**src/rtl/uart_tx_scheduler.sv**
```systemverilog
// Round-robin scheduler that shares one UART byte serializer among several
// byte producers, locking the grant for a whole frame.
module uart_tx_scheduler #(
  parameter int unsigned NUM_REQ = 4,
  parameter int unsigned ID_W    = 2,
  parameter logic [15:0] TIMEOUT = 16'd1000
) (
  input  logic                 clock,
  input  logic                 reset_n,
  input  logic [NUM_REQ-1:0]   req_valid,
  input  logic [8*NUM_REQ-1:0] req_data,
  input  logic [NUM_REQ-1:0]   req_last,
  output logic [NUM_REQ-1:0]   req_ready,
  output logic                 tx_start,
  output logic [7:0]           tx_data,
  input  logic                 tx_busy,
  output logic                 grant_active,
  output logic [ID_W-1:0]      grant_id,
  output logic                 timeout_err
);

  localparam logic [1:0] S_ARB       = 2'd0;
  localparam logic [1:0] S_LOAD      = 2'd1;
  localparam logic [1:0] S_WAIT_BUSY = 2'd2;
  localparam logic [1:0] S_WAIT_DONE = 2'd3;

  logic [1:0]      state_q, state_d;
  logic [ID_W-1:0] rr_ptr_q, rr_ptr_d;
  logic            grant_active_q, grant_active_d;
  logic [ID_W-1:0] grant_id_q, grant_id_d;
  logic            tx_start_q, tx_start_d;
  logic [7:0]      tx_data_q, tx_data_d;
  logic            timeout_err_q, timeout_err_d;
  logic [15:0]     idle_cnt_q, idle_cnt_d;
  logic            last_q, last_d;

  logic            own_valid;
  logic            own_last;
  logic [7:0]      own_data;
  logic            arb_found;
  logic [ID_W-1:0] arb_winner;
  logic [ID_W-1:0] next_ptr;
  logic [15:0]     idle_inc;

  // Select the current owner's request signals.
  always_comb begin
    own_valid = 1'b0;
    own_last  = 1'b0;
    own_data  = 8'h00;
    for (int unsigned i = 0; i < NUM_REQ; i++) begin
      if (grant_id_q == ID_W'(i)) begin
        own_valid = req_valid[i];
        own_last  = req_last[i];
        own_data  = req_data[8*i +: 8];
      end
    end
  end

  // First valid requester at or above rr_ptr, wrapping around.
  always_comb begin
    logic [ID_W-1:0] cand;
    arb_found  = 1'b0;
    arb_winner = rr_ptr_q;
    cand       = rr_ptr_q;
    for (int unsigned k = 0; k < NUM_REQ; k++) begin
      cand = ID_W'((32'(rr_ptr_q) + k) % NUM_REQ);
      if (!arb_found && req_valid[cand]) begin
        arb_found  = 1'b1;
        arb_winner = cand;
      end
    end
  end

  assign next_ptr = ID_W'((32'(grant_id_q) + 32'd1) % NUM_REQ);
  assign idle_inc = idle_cnt_q + 16'd1;

  // Ready is asserted only to the owner while waiting for its next byte.
  always_comb begin
    req_ready = '0;
    for (int unsigned i = 0; i < NUM_REQ; i++) begin
      req_ready[i] = (state_q == S_LOAD) && (grant_id_q == ID_W'(i));
    end
  end

  // Next-state and registered-output logic.
  always_comb begin
    state_d        = state_q;
    rr_ptr_d       = rr_ptr_q;
    grant_active_d = grant_active_q;
    grant_id_d     = grant_id_q;
    tx_start_d     = 1'b0;
    tx_data_d      = tx_data_q;
    timeout_err_d  = 1'b0;
    idle_cnt_d     = idle_cnt_q;
    last_d         = last_q;
    case (state_q)
      S_ARB: begin
        if (arb_found) begin
          grant_id_d     = arb_winner;
          grant_active_d = 1'b1;
          idle_cnt_d     = 16'd0;
          state_d        = S_LOAD;
        end
      end
      S_LOAD: begin
        if (own_valid) begin
          tx_data_d  = own_data;
          tx_start_d = 1'b1;
          last_d     = own_last;
          idle_cnt_d = 16'd0;
          state_d    = S_WAIT_BUSY;
        end else if (idle_inc == TIMEOUT) begin
          timeout_err_d  = 1'b1;
          grant_active_d = 1'b0;
          rr_ptr_d       = next_ptr;
          idle_cnt_d     = 16'd0;
          state_d        = S_ARB;
        end else begin
          idle_cnt_d = idle_inc;
        end
      end
      S_WAIT_BUSY: begin
        if (tx_busy) begin
          state_d = S_WAIT_DONE;
        end
      end
      S_WAIT_DONE: begin
        if (!tx_busy) begin
          if (last_q) begin
            grant_active_d = 1'b0;
            rr_ptr_d       = next_ptr;
            state_d        = S_ARB;
          end else begin
            state_d = S_LOAD;
          end
        end
      end
      default: begin
        grant_active_d = 1'b0;
        state_d        = S_ARB;
      end
    endcase
  end

  // State and output registers.
  always_ff @(posedge clock or negedge reset_n) begin
    if (!reset_n) begin
      state_q        <= S_ARB;
      rr_ptr_q       <= '0;
      grant_active_q <= 1'b0;
      grant_id_q     <= '0;
      tx_start_q     <= 1'b0;
      tx_data_q      <= 8'h00;
      timeout_err_q  <= 1'b0;
      idle_cnt_q     <= 16'd0;
      last_q         <= 1'b0;
    end else begin
      state_q        <= state_d;
      rr_ptr_q       <= rr_ptr_d;
      grant_active_q <= grant_active_d;
      grant_id_q     <= grant_id_d;
      tx_start_q     <= tx_start_d;
      tx_data_q      <= tx_data_d;
      timeout_err_q  <= timeout_err_d;
      idle_cnt_q     <= idle_cnt_d;
      last_q         <= last_d;
    end
  end

  assign tx_start     = tx_start_q;
  assign tx_data      = tx_data_q;
  assign grant_active = grant_active_q;
  assign grant_id     = grant_id_q;
  assign timeout_err  = timeout_err_q;

endmodule

```
**config.mk**
```make
export PLATFORM = sky130hd
export DESIGN_NAME = uart_tx_scheduler
export DESIGN_NICKNAME = d
export VERILOG_FILES = /design/src/rtl/uart_tx_scheduler.sv
export SDC_FILE = /design/constraint.sdc
export NUM_CORES = 1
export LEC_CHECK = 0
export CAP_MARGIN = 30
export CORE_ASPECT_RATIO = 0.8
export CORE_UTILIZATION = 49
export CTS_BUF_LIST = sky130_fd_sc_hd__clkbuf_8 sky130_fd_sc_hd__clkbuf_16
export DETAILED_ROUTE_END_ITERATION = 16
export GPL_TIMING_DRIVEN = 0
export MAX_ROUTING_LAYER = met4
export PLACE_DENSITY_LB_ADDON = 0.25
export SYNTH_ARGS = -nofsm -noshare
export SYNTH_HDL_FRONTEND = slang
export SYNTH_SLANG_ARGS = --single-unit
```
**constraint.sdc**
```tcl
create_clock -name clock -period 3 [get_ports clock]
set_input_delay 0.6 -clock clock [delete_from_list [all_inputs] [get_ports clock]]
set_output_delay 0.6 -clock clock [all_outputs]
set_load 0.02 [all_outputs]
```
# Yosys cells after proc, flatten, opt, wreduce, memory -nomap -nowiden
# Cells that the tools add are included.
totals:
  register_bits: 34
  inputBits: 43
  wordCells: 107
op_classes:
  add_sub_neg: 5
  order_cmp: 4
  n_eq_ne: 14
  muxes: 54
  reduce_logical: 21
op_table:
  columns: ["cell", "count"]
  rows:
  - ["two-way mux 16 bit", 3]
  - ["two-way mux 8 bit", 4]
  - ["one-hot mux 16 bit (2 select lines)", 1]
  - ["two-way mux 1 bit", 27]
  - ["two-way mux 2 bit", 12]
  - ["adder 16 x 1 -> 16 bit (second input constant)", 1]
  - ["equality test 16 x 10 -> 1 bit (second input constant)", 1]
  - ["< comparator 2 x 3 -> 1 bit (second input constant)", 4]
  - ["!= test 2 bit (second input constant)", 5]
  - ["binary-select mux 1 bit (select 2 bit)", 4]
  - ["equality test 2 bit (second input constant)", 4]
  - ["one-hot mux 2 bit (4 select lines)", 1]
  - ["logical AND 1 bit", 7]
  - ["AND reduction 2 bit", 3]
  - ["AND reduction 6 bit", 1]
  - ["AND reduction 5 bit", 1]
  - ["adder 2 x 1 -> 2 bit (second input constant)", 2]
  - ["adder 2 bit (second input constant)", 2]
  - ["equality test 2 x 1 -> 1 bit (second input constant)", 2]
  - ["zero test 2 bit", 2]
  - ["one-hot mux 2 bit (2 select lines)", 1]
  - ["AND reduction 4 bit", 1]
  - ["nonzero test 2 bit", 2]
  - ["zero test 1 bit", 3]
  - ["other kinds (4)", 4]

# Longest topological paths before layout
logic_depth:
  ltp_word: 14
  depth_mapped: 11

# Least setup slack after synthesis
# Ideal clock, no wire load.
synth_timing:
  kind: "register to register"
  startpoint: "register idle_cnt_q[5]"
  endpoint: "register rr_ptr_q[0]"
  setup_ns: 0.125
  arrival_ns: 2.290
  t_required_ns: 2.875
  setup_slack_ns: 0.586
  path_stages_with_launch: 9
  period_less_slack_ns: 2.414
  cell_sequence: "dfrtp_1 -> buf_2 -> nand4_2 -> or4_4 -> a2111oi_2 -> o211a_1 -> nand2_1 -> o21ai_2 -> mux2_2"
synth_via:
  elab_chain_cells: 4
synth_lines:
  columns: ["item", "line_no", "source"]
  rows:
  - ["start, declared", "34", "logic [15:0] idle_cnt_q, idle_cnt_d;"]
  - ["start signal, assigned", "165", "idle_cnt_q <= idle_cnt_d;"]
  - ["adder 16 x 1 -> 16 bit", "75", "assign idle_inc = idle_cnt_q + 16'd1;"]
  - ["equality test 16 x 10 -> 1 bit", "112", "end else if (idle_inc == TIMEOUT) begin"]
  - ["!= test 2 x 1 -> 1 bit (no source line)", null, null]
  - ["AND reduction 5 bit (no source line)", null, null]
  - ["end signal, assigned", "159", "rr_ptr_q <= rr_ptr_d;"]
  - ["end, declared", "28", "logic [ID_W-1:0] rr_ptr_q, rr_ptr_d;"]
# No other way between the ends.
# A chain may end at the register's enable or synchronous reset.

# Final worst setup path
layout_timing:
  startpoint: "register grant_id_q[0], in the netlist grant_id[0]"
  endpoint: "output req_ready[2]"
layout_via:
  elab_chain_cells: 2
layout_lines:
  columns: ["item", "line_no", "source"]
  rows:
  - ["start, declared", "30", "logic [ID_W-1:0] grant_id_q, grant_id_d;"]
  - ["start signal, assigned", "161", "grant_id_q <= grant_id_d;"]
  - ["equality test 2 bit", "81", "req_ready[i] = (state_q == S_LOAD) && (grant_id_q == ID_W'(i));"]
  - ["logical AND 1 bit", "81", null]
  - ["end, declared", "13", "output logic [NUM_REQ-1:0] req_ready,"]
# No other way between the ends.

==> out/qor.txt <==
CTS
--------------------------------------------------------------------------------------------
Number of buffers inserted for hold repair after clock tree synthesis                      0
Clock latency on the worst-skew pair                                                 0.29 ns
Number of post-CTS setup repair buffers                                                    0
Clock transition at path regs                                                        0.07 ns
Clock sink total                                                                          34
CTS Buffer Depth                                                                           2
Number of buffers added by the clock tree synthesis step                                   5
Clock tree from TritonCTS                                                                yes
Deepest level of the CTS H-tree                                                            2
Clock root buffer                                                                   clkbuf_8

LOGIC SYNTHESIS
--------------------------------------------------------------------------------------------
XOR/XNOR Fraction of Synth Area                                                       0.0116
Basic-gate share of the synthesized area counting and, or, nand and nor cells          0.261
Sequential cell area fraction in the yosys report                                      0.375
Compound-cell area share of the yosys netlist                                          0.228
Adder-Cell Fraction of Synth Area                                                     0.0276
Syn avg cell area                                                                 8.12 sq um
Summed instance area of the synthesized netlist                                   2270 sq um
Synthesized net count                                                                    327
Mux cell area share after synthesis                                                   0.0409
Dominant combinational cell family by area after synthesis                      simple AND/OR/NAND/NOR gates
Count of unique library cells instantiated by Yosys                                       50
Async set-or-reset flop fraction in the synthesized netlist                             1.00
Yosys warning count                                                                        0
Synthesis-stage register bit count                                                        34
Most common flop cell mapped by yosys                                                dfrtp_1
EDFF count, synth                                                                          0
Post-synthesis cell count                                                                279

STA
--------------------------------------------------------------------------------------------
Final worst path period need                                                         2.82 ns
Sum Neg Setup Slack                                                                     0 ns
Total of endpoints with negative setup slack in the final report                           0
Remaining max-slew budget at the tightest pin                                          0.499
Smallest setup slack after layout                                                   0.177 ns
Setup repair after global routing missed its margin                                       no
Worst Max-Slew Pin Slew                                                             0.751 ns
Final Max Tran Viols                                                                       0
Setup skew after layout                                                           0.00597 ns
Final critical-path share of the clock period                                          0.941
Worst hold margin                                                                   0.372 ns
Number of hold violations in the final report                                              0
Upper clock frequency limit                                                          354 MHz

WORST SETUP PATH
--------------------------------------------------------------------------------------------
Largest incremental delay on the critical path                                       0.60 ns
Type of element launching the critical path                                        flip-flop
Critical Path Most Common Cell                                                      clkbuf_2
Crit-path leading delay family                                                  buffers and inverters
Slowest library cell on the worst path                                          clkdlybuf4s50_1
List of cells traversed by the critical path                                    inv_1 > ha_1 > clkbuf_2 > clkbuf_2 > and2_1 > clkdlybuf4s50_1
Buffers and inverters on the worst path                                                    4
Arrival time worst endpoint                                                          2.22 ns
Stages on the worst setup path                                                             6
Required time of the worst setup path                                                2.40 ns
Worst Path Max Fanout                                                                     10
Worst reg2reg path depth                                                                   7
Critical path class                                                             flip-flop to primary output
CP endpoint kind                                                                primary output

ROUTE
--------------------------------------------------------------------------------------------
Total routed wirelength                                                              5.71 mm
WL/cell                                                                         14.2 microns
Router iterations before antenna repair                                                    4
Via density per instance                                                                5.62
Routed Antenna Nets                                                                        0
Vias post-DR                                                                            2259
Violation count after the first detailed-route iteration                                 155
DR DRC count                                                                               0

POWER
--------------------------------------------------------------------------------------------
Combinational cell fraction of total power                                             0.546
Cell area power density                                                          784 nW/um^2
Net Sw Power                                                                         1.02 mW
Power Internal                                                                       1.36 mW
Clk pwr share                                                                          0.173
Maximum VDD drop                                                                      630 uV
Static Leak                                                                          1.30 nW
Relative contribution of sequential cells to total power                               0.281
Sw frac                                                                                0.430

CELLS AND AREA
--------------------------------------------------------------------------------------------
Number of diodes added for antenna fixing                                                  0
Syn-to-layout area delta                                                               33.8%
Share of layout cells above drive strength 1                                          0.0928
Final net count                                                                          392
Fillcell total                                                                           357

GLOBAL ROUTING
--------------------------------------------------------------------------------------------
Global route overflow                                                                      0
GRT Resource Usage Total                                                               0.256
Antenna violations before repair                                                           0
Pin count of the biggest net entering global routing                                      35
First-pass GRT wire length                                                           9.67 mm
Vias in the first global route                                                          2033

FLOW RUN
--------------------------------------------------------------------------------------------
Max_cap viols                                                                              0

FLOORPLAN
--------------------------------------------------------------------------------------------
Core Footprint                                                                    4310 sq um
DIE HEIGHT                                                                      62.8 microns
Die Area                                                                          4900 sq um
Std cell rows                                                                             21
Die outline width                                                               78.0 microns
IO Count                                                                                  60
Effective utilization at floorplan                                                     0.526

PLACE
--------------------------------------------------------------------------------------------
Final HPWL from detailed placement                                                   4.27 mm
Number of port buffers                                                                    59
Global placer's final weighted congestion                                              0.885
Post-Place Worst Slack                                                              0.177 ns

OUTCOME
--------------------------------------------------------------------------------------------
Outcome                                                                         finished clean

HOLD PATH
--------------------------------------------------------------------------------------------
Hold/Removal Path Class                                                         primary input to async pin

## cell usage in the layout, fill, tap and decap left out, types with 2 or more instances in the layout
cell             netlist  final
a211oi_1               3      3
a21oi_1               20     20
mux2_2                 2      2
a211o_1                6      6
dfrtp_1               34     34
nor2b_1                2      2
xnor2_1                3      3
clkbuf_2               1      5
or3_2                  2      2
nor4_1                 2      2
clkdlybuf4s50_1        0     58
a31oi_1                2      2
o211a_1                2      2
mux2i_1                7      7
nand2b_1               3      3
and3_1                 2      2
ha_1                   5      4
a22oi_1                4      4
o31ai_1                3      3
o21bai_1               2      2
nand4_1                5      5
nand2_1               44     44
and2_1                 4      4
a21o_1                 2      2
o21ai_0               30     30
nor2_1                28     28
buf_6                  2      2
or4_4                  2      2
nand4b_1               3      3
inv_1                 11     13
clkbuf_8               0      5
nor3_1                 7      7
or3_1                  3      3
nand3_1                4      4
buf_2                  1      2
clkbuf_1              12      7
## cells in the mapped netlist, drive strengths merged, types with 2 or more instances
master  number  area, sq um
a211o        6         52.6
a211oi       3         22.5
a21o         3         30.0
a21oi       20          100
a22oi        4         30.0
a31oi        2         12.5
and2         5         32.5
and3         2         12.5
buf          4         35.0
clkbuf      13         50.0
dfrtp       34          851
ha           5         62.6
inv         11         41.3
mux2         2         22.5
mux2i        7         70.1
nand2       44          165
nand2b       3         18.8
nand3        5         30.0
nand4        6         43.8
nand4b       3         26.3
nor2        28          105
nor2b        2         12.5
nor3         7         35.0
nor4         2         12.5
o211a        2         20.0
o21ai       31          159
o21bai       2         15.0
o31ai        3         22.5
or3          5         33.8
or4          2         22.5
xnor2        3         26.3
## final timing paths
path,slack [ns],from,endpoint
max in group asynchronous,2.15,reset_n,idle_cnt_q[6]$_DFFE_PN0P_
worst min-delay path,0.37,reset_n,grant_active$_DFFE_PN0P_
min in group clock,0.48,tx_data[4]$_DFFE_PN0P_,tx_data[4]$_DFFE_PN0P_
worst min register to register,0.48,tx_data[4]$_DFFE_PN0P_,tx_data[4]$_DFFE_PN0P_
worst max-delay path,0.18,grant_id[0]$_DFFE_PN0P_,req_ready[2]
worst max register to register,0.30,idle_cnt_q[3]$_DFFE_PN0P_,rr_ptr_q[0]$_DFFE_PN0P_
## area by class of cell
class,instances,area (sq um),area share
Inverter,11,41.3,0.0136
Timing Repair Buffer,59,586,0.193
Clock inverter,3,37.5,0.0124
Multi-Input combinational cell,217,1290,0.426
Tap cell,57,71.3,0.0235
Buffer,16,86.3,0.0285
Sequential cell,34,851,0.281
Clock buffer,5,68.8,0.0227
## sequential cells by signal, summed over array words and instances, names as in the netlist, named ones only
signal        cells
tx_start          1
tx_data           8
grant_active      1
grant_id          2
rr_ptr_q          2
state_q           1
last_q            1
idle_cnt_q       16
timeout_err       1
## cell families (layout without fill, tap and decap cells)
logic type      after synthesis  in the layout
simple gates                119            119
compound gates               81             81
flops                        34             34
buf+inv                      28             94
mux                           9              9
fa+ha+maj                     5              5
xor+xnor                      3              3
## power groups by stage
stage	clock network (mW)	logic [mW]	registers, mW
2_1_floorplan	0	0.767	0.735
3_5_place_dp	0	1.29	0.674
4_1_cts	0.417	1.30	0.666
6_report	0.411	1.30	0.668
3_3_place_gp	0	1.25	0.669
5_1_grt	0.434	1.45	0.685
## per-stage QoR
step	cell area, sq um	util	power (mW)	cells
after floorplan	2270	-	1.50	279
after global placement	2930	0.679	1.92	395
after detailed placement	2920	0.678	1.96	395
after CTS	3030	0.704	2.38	403
after global routing	3030	0.704	2.56	402
final	3030	0.704	2.38	402
## per-layer routing
layer	wire length, microns	part of all wire	vias to the layer above	GRT usage
li1	-	-	1128	-
met1	2710	0.47	1051	0.347
met2	2540	0.44	70	0.389
met3	378	0.066	10	0.0496
met4	89	0.016	0	0.0718
met5	0	0	-	-
## what timing repair did
action	4_1_cts	5_1_grt
gates cloned	0	0
gates resized for setup	3	3
setup endpoints to repair	3	3
(Power assumes the default switching activity.)
